File: src/rtl/spi_arb.sv
// ---------------------------------------------------------------------------
// spi_arb -- two-requester ownership arbiter in front of one shared SPI_mnrch.
//
// Requester 0 (A2D sequencer) and requester 1 (inertial sensor) each raise
// reqX for a whole multi-transaction frame. Once granted, the owner's start
// pulse and command word pass straight through to the SPI monarch, and the
// monarch's done pulse is routed back to the owner only. An owner that sits
// idle (no wrt) for TIMEOUT owned cycles loses the grant and err pulses.
// Ties go to the requester that was not granted last.
//
// Ports
//   clk                 system clock, rising edge
//   rst_n               asynchronous active-low reset
//   req0, req1          ownership requests
//   gnt0, gnt1          ownership grants (registered, at most one high)
//   wrt0, wrt1          requester start-transaction pulses
//   wt_data0, wt_data1  requester command words
//   done0, done1        per-requester transaction-complete pulses
//   wrt, wt_data        start pulse / command word to the SPI monarch
//   done                completion pulse from the SPI monarch
//   busy                registered, high while a requester owns the bus
//   err                 one-cycle pulse on a timeout revoke
//
// Grant timing: gnt/busy rise one cycle after the FSM enters OWN, and fall in
// the same cycle the FSM re-enters IDLE, so a waiting requester sees its grant
// two cycles after the previous owner's grant falls.
// ---------------------------------------------------------------------------
module spi_arb #(
  parameter int TIMEOUT = 1024
) (
  input  logic        clk,
  input  logic        rst_n,
  input  logic        req0,
  input  logic        req1,
  output logic        gnt0,
  output logic        gnt1,
  input  logic        wrt0,
  input  logic        wrt1,
  input  logic [15:0] wt_data0,
  input  logic [15:0] wt_data1,
  output logic        done0,
  output logic        done1,
  output logic        wrt,
  output logic [15:0] wt_data,
  input  logic        done,
  output logic        busy,
  output logic        err
);

  localparam int CNT_W = (TIMEOUT > 1) ? $clog2(TIMEOUT) : 1;
  localparam logic [CNT_W-1:0] CNT_LAST = CNT_W'(TIMEOUT - 1);

  typedef enum logic [1:0] {
    IDLE = 2'd0,
    OWN  = 2'd1,
    XFER = 2'd2
  } state_t;

  state_t           state;
  logic             owner;
  logic             last;
  logic [CNT_W-1:0] cnt;

  logic        own_req;
  logic        own_wrt;
  logic [15:0] own_data;
  logic        pick;
  logic        cnt_at_last;
  logic        rel_own;
  logic        keep;
  logic        revoke;

  // Owner-side views of the requester inputs; the non-owner is never looked at.
  assign own_req  = owner ? req1 : req0;
  assign own_wrt  = owner ? wrt1 : wrt0;
  assign own_data = owner ? wt_data1 : wt_data0;

  // Winner when leaving IDLE: a lone requester wins, a tie goes to ~last.
  assign pick = (req0 && req1) ? ~last : req1;

  assign cnt_at_last = (cnt == CNT_LAST);

  // An owner wrt always wins over a release in the same cycle, so a
  // transfer that was started is never dropped by req falling.
  assign rel_own = (state == OWN) && !own_wrt && (!own_req || cnt_at_last);
  assign revoke  = (state == OWN) && !own_wrt && own_req && cnt_at_last;

  // Ownership continues into the next cycle (drives the registered grant).
  assign keep = (state == XFER) || ((state == OWN) && !rel_own);

  // Pass-through paths to/from the SPI monarch, gated by state and owner.
  assign wrt     = (state == OWN) && own_wrt;
  assign wt_data = (state == OWN) ? own_data : 16'h0000;
  assign done0   = (state == XFER) && !owner && done;
  assign done1   = (state == XFER) && owner && done;

  always_ff @(posedge clk or negedge rst_n) begin
    if (!rst_n) begin
      state <= IDLE;
      owner <= 1'b0;
      last  <= 1'b1;
      cnt   <= '0;
      gnt0  <= 1'b0;
      gnt1  <= 1'b0;
      busy  <= 1'b0;
      err   <= 1'b0;
    end else begin
      gnt0 <= keep && !owner;
      gnt1 <= keep && owner;
      busy <= keep;
      err  <= revoke;

      case (state)
        IDLE: begin
          if (req0 || req1) begin
            owner <= pick;
            last  <= pick;
            cnt   <= '0;
            state <= OWN;
          end
        end

        OWN: begin
          if (own_wrt) begin
            cnt   <= '0;
            state <= XFER;
          end else if (!own_req || cnt_at_last) begin
            // Release or timeout revoke; last keeps this owner so the other
            // requester wins the next tie.
            state <= IDLE;
          end else begin
            cnt <= cnt + 1'b1;
          end
        end

        XFER: begin
          // The counter is frozen here; it restarts on the return to OWN.
          if (done) begin
            cnt   <= '0;
            state <= OWN;
          end
        end

        default: begin
          state <= IDLE;
        end
      endcase
    end
  end

endmodule

File: config.mk
export PLATFORM = sky130hd
export DESIGN_NAME = spi_arb
export DESIGN_NICKNAME = d
export VERILOG_FILES = /design/src/rtl/spi_arb.sv
export SDC_FILE = /design/constraint.sdc
export NUM_CORES = 1
export LEC_CHECK = 0
export CAP_MARGIN = 10
export CORE_AREA = 2 2 63 65
export CTS_BUF_LIST = sky130_fd_sc_hd__clkbuf_4
export DETAILED_ROUTE_END_ITERATION = 8
export DIE_AREA = 0 0 65 67
export GPL_TIMING_DRIVEN = 0
export PLACE_DENSITY = 0.69
export SYNTH_ARGS = -nofsm -noshare
export SYNTH_HDL_FRONTEND = slang
export SYNTH_SLANG_ARGS = --single-unit
File: constraint.sdc
create_clock -name clk -period 1.9 [get_ports clk]
set_input_delay 0.57 -clock clk [delete_from_list [all_inputs] [get_ports clk]]
set_output_delay 0.57 -clock clk [all_outputs]
set_load 0.005 [all_outputs]
## Word level (Yosys, flattened, before mapping)

Cells that the tools add are included.

- Memories kept: 0
- RAM bits: 0
- Output and inout bits: 23
- Flip-flop bits (word level): 18
- Bits in latches: 0
- ROM bits: 0
- Bits of input ports: 39

- Bitwise logic cells: 1
- Reductions and logical operators: 25
- Mux-type cells: 15
- Eq/ne operators: 7
- Multiply operators: 0
- Magnitude comparators: 0
- Shift-type cells: 0
- Add/subtract/negate cells: 1
- Div/mod/pow operators: 0

Operators with widths:

| operator | count |
|---|---|
| $mux 10 | 4 |
| $mux 16 | 2 |
| $pmux 10 s3 | 1 |
| $logic_and 1x1->1 | 13 |
| $add 10x1->10 const B | 1 |
| $eq 10x10->1 const B | 1 |
| $mux 2 | 4 |
| $ne 3x3->1 const B | 2 |
| $pmux 2 s3 | 1 |
| $logic_not 1->1 | 4 |
| $ne 2x2->1 const B | 2 |
| $reduce_and 4->1 | 1 |
| $logic_or 1x1->1 | 3 |
| $mux 1 | 3 |
| $reduce_and 3->1 | 1 |
| $reduce_bool 3->1 | 1 |
| $eq 2x1->1 const B | 1 |
| $eq 2x2->1 const B | 1 |
| $logic_not 2->1 | 1 |
| $reduce_and 2->1 | 1 |
| $not 1->1 | 1 |

## Logic depth before layout (Yosys ltp)

- Word-level depth: 8
- Gate-level depth with buffers: 6
- Mapped depth without buffers: 5

## Worst setup path before layout

OpenSTA, ideal clock, no wires.

- Kind: reg-to-output
- From: reg state[1]
- To: out wrt
- Arrival: 1.149 ns
- Path slack: 0.181 ns
- Cell stages (with the launch flop): 5
- Data required time: 1.330 ns
- Cells stage by stage: dfrtp_1 nand2b_1 buf_2 buf_1 nor2_1

- Cells in the longest elaborated chain, start to end: 2

Ends and longest elaborated chain:

| what | line | RTL |
|---|---|---|
| start, declared | 59 | `state_t state;` |
| start signal, assigned | 99 | `state <= IDLE;` |
| start signal, assigned | 119 | `state <= OWN;` |
| start signal, assigned | 126 | `state <= XFER;` |
| $eq 2x1->1 | 92 | `assign wrt = (state == OWN) && own_wrt;` |
| $logic_and 1x1->1 | 92 |  |
| end, declared | 43 | `output logic wrt,` |

Every way passes these cells.

## Worst setup path in the final report

- From: reg owner
- To: out wt_data[12]

- Cells in the longest elaborated chain, start to end: 2

Ends and longest elaborated chain:

| what | line | RTL |
|---|---|---|
| start, declared | 60 | `logic owner;` |
| start signal, assigned | 116 | `owner <= pick;` |
| $mux 16 | 76 | `assign own_data = owner ? wt_data1 : wt_data0;` |
| $mux 16 | 93 | `assign wt_data = (state == OWN) ? own_data : 16'h0000;` |
| end, declared | 44 | `output logic [15:0] wt_data,` |

Every way passes these cells.

==> reports/qor.yml <==
power_and_ir_drop:
  finalPower_mw: 2.61
  p_leak_nw: 0.955
  p_per_area_nw_per_um2: 1230
  ir_drop_uv: 859
final_layout:
  antennaDiodeCount: 0
  fin_util_pct: 59.0
  nFillCells: 321
  nets: 255
  stdcell_area_sq_um: 2130
  multi_input_area_sq_um: 851
  area_growth_pct: 71.8
  register_area_sq_um: 454
  drive_gt1_share_pct: 29.0
critical_path:
  rrSetupSlack_ps: 140
  crit_arrival_ps: 1410
  max_stage_delay_ps: 390
  critPathKind: "reg -> out"
  slowest_stage: "dfrtp_1"
  crit_top_cell: "buf_6"
  critical_path.startpoint_type: "flop"
  critical_path_buf_inv_count: 4
  required_ps: 1330
  path_delay_family: "buffers and inverters"
  crit_path_max_fanout: 6
  crit_chain: "buf_6, clkbuf_16, buf_6, mux2i_1, nor2_1, buf_2"
  end_kind: "primary output"
grt:
  grt_pass1_wl_um: 6330
  grt_antenna_before_repair: 0
  grt_pass1_vias: 1435
  track_usage_pct: 18.7
  grt-ovfl-total: 0
  grt_max_degree: 19
clocking:
  clock_path_buffers: 2
  cts.clk_slew.worst_paths_ps: 100
  holdBufCountCts: 0
  cts_buffers: 3
  cts.sinks: 18
  cts_htree_levels: 1
  cts_tree: "done"
  clock-root-buffer: "clkbuf_4"
  clk_latency_ps: 290
outcome:
  run_status: "complete, but fails checks"
  violations: "negative setup slack"
logic_synthesis:
  synth_top_area_share_pct: 34.3
  synth_common_cells: "nor2_1 (22), dfrtp_1 (17), mux2i_1 (17), o21ai_0 (11), a21oi_1 (8)"
  yosysUniqueCellTypes: 39
  synthArstFlopShare_pct: 100
  synth_seq_cells: 18
  syn_nets: 180
  yosys.area.top_type: "dfrtp_1"
  synthTopCellsByArea: "dfrtp_1 (34%), mux2i_1 (14%), nor2_1 (6.7%)"
  synthFlopType: "dfrtp_1"
  syn_inst: 140
  synth-warning-count: 0
  syn_area_per_cell_sq_um: 8.85
  yosysMostFrequentCell: "nor2_1"
  syn-cell-area_sq_um: 1240
  seq_area_frac_synth_pct: 36.5
  synth_edf_count: 0
flow_run:
  drv_cap: 0
detailed_routing:
  dr.pass1.iters: 5
  ant_nets: 0
  wl_um: 3830
  drc: 0
  num_vias: 1392
  viasPerCell: 5.31
  post_drt_wl_per_cell_um: 14.6
  drtIter0Drc: 96
floorplan:
  io_pins: 62
  core_region_area_sq_um: 3610
  die_w_um: 65
  fp.dieArea_sq_um: 4360
  rows: 22
  fp.dieH_um: 67
  initial_core_util_pct: 34.4
min_path:
  hp-class: "reg -> reg"
timing:
  rsz0062_at_grt: "yes"
  finalCritPeriodShare_pct: 104
  drv_slew: 0
  max_slew_margin_pct: 44.4
  fin_ws_ps: -82.4
  fmax_ghz: 0.504
  setup_viol: 8
  hold_violations: 0
  worst_pin_slew_ps: 831
  finClkSkew_ps: 1.88
  min_period_ps: 1980
placement:
  port_buffers: 61
  place_area_sq_um: 1910
  gp_congestion: 0.850
  dp_worst_setup_slack_ps: -530
  hpwl_um: 2920
## sequential cells by signal, indices dropped and copies added (netlist names)
name	count
err	1
busy	1
gnt1	1
gnt0	1
cnt	10
owner	1
last	1
state	2
## metrics by stage
step	cells	setup TNS (ps)	hold slack [ps]
6_report	262	-283	503
5_1_grt	262	-1320	533
4_1_cts	263	-437	505
3_5_place_dp	249	-11220	489
3_3_place_gp	249	-10310	474
2_1_floorplan	140	0	274
## layer usage
| metal | GRT usage [%] | vias up | wire length (um) | part of all wire (%) |
|---|---|---|---|---|
| li1 | - | 663 | - | - |
| met1 | 21.7 | 662 | 1570 | 41 |
| met2 | 33.8 | 65 | 1870 | 49 |
| met3 | 6.08 | 2 | 381 | 9.9 |
| met4 | 3.72 | 0 | 12 | 0.31 |
| met5 | 0 | - | 0 | 0 |
## cells by family (layout without fill, tap and decap cells)
group	Yosys count	count (layout)	share of synthesized area, %
mux	20	20	17.0
fa+ha+maj	1	1	1.01
simple gates	51	51	20.7
buf+inv	13	87	5.35
compound gates	37	37	19.5
flops	18	18	36.5
## worst reg2reg max path: stages (launching register included)
cell and delay, ps:
dfrtp_1 410, ha_1 240, and4_1 200, buf_2 160, a41o_2 340, a21boi_1 200, o21ai_0 100
## timing repair
item / in CTS / in global routing
setup buffers: 8 / 0
endpoints found under the setup margin: 20 / 25
pin swaps: 10 / 7
gates cloned: 2 / 0
resized for setup: 127 / 9
## cell type report
cell class / instances / share of cell area (%)
Sequential cell: 18 / 21.3
Multi-Input combinational cell: 109 / 40.0
Tap cell: 48 / 2.82
Inverter: 4 / 0.705
Clock buffer: 3 / 1.06
Clock inverter: 1 / 0.176
Timing Repair Buffer: 71 / 29.2
Buffer: 8 / 4.76
## where the power goes
group,switching (mW),internal (mW),total [mW]
clock network,0.118,0.0762,0.195
logic,0.869,1.02,1.89
registers,0.0478,0.480,0.527
## cell usage in the layout, fill, tap and decap left out, types with 2 or more instances in the layout
master and count:
a21oi_1 8, a311oi_1 2, a31oi_1 4, a41oi_1 3, and3_1 6, buf_12 2, buf_2 19, buf_4 8
buf_6 3, clkbuf_4 4, clkdlybuf4s50_1 29, dfrtp_1 15, dfrtp_2 2, dlygate4sd2_1 12, inv_1 4, mux2i_1 11
mux2i_4 6, nand2_1 6, nand3_1 4, nand3b_1 2, nand4_1 2, nor2_1 16, nor2_2 2, nor2_4 4
nor2b_1 2, nor3_1 2, o21ai_0 10, o21ai_1 2
## path summary, 6_finish.rpt
check                                    to  cells after the start  startpoint
min in group asynchronous            cnt[0]                      1       rst_n
worst min-delay path                   last                      2        last
worst max-delay path            wt_data[12]                      6       owner
worst max register to register       cnt[1]                      6      cnt[0]
worst min register to register         last                      2        last
max in group asynchronous          state[0]                      1       rst_n
No activity file was read; power rests on OpenSTA's default activity.
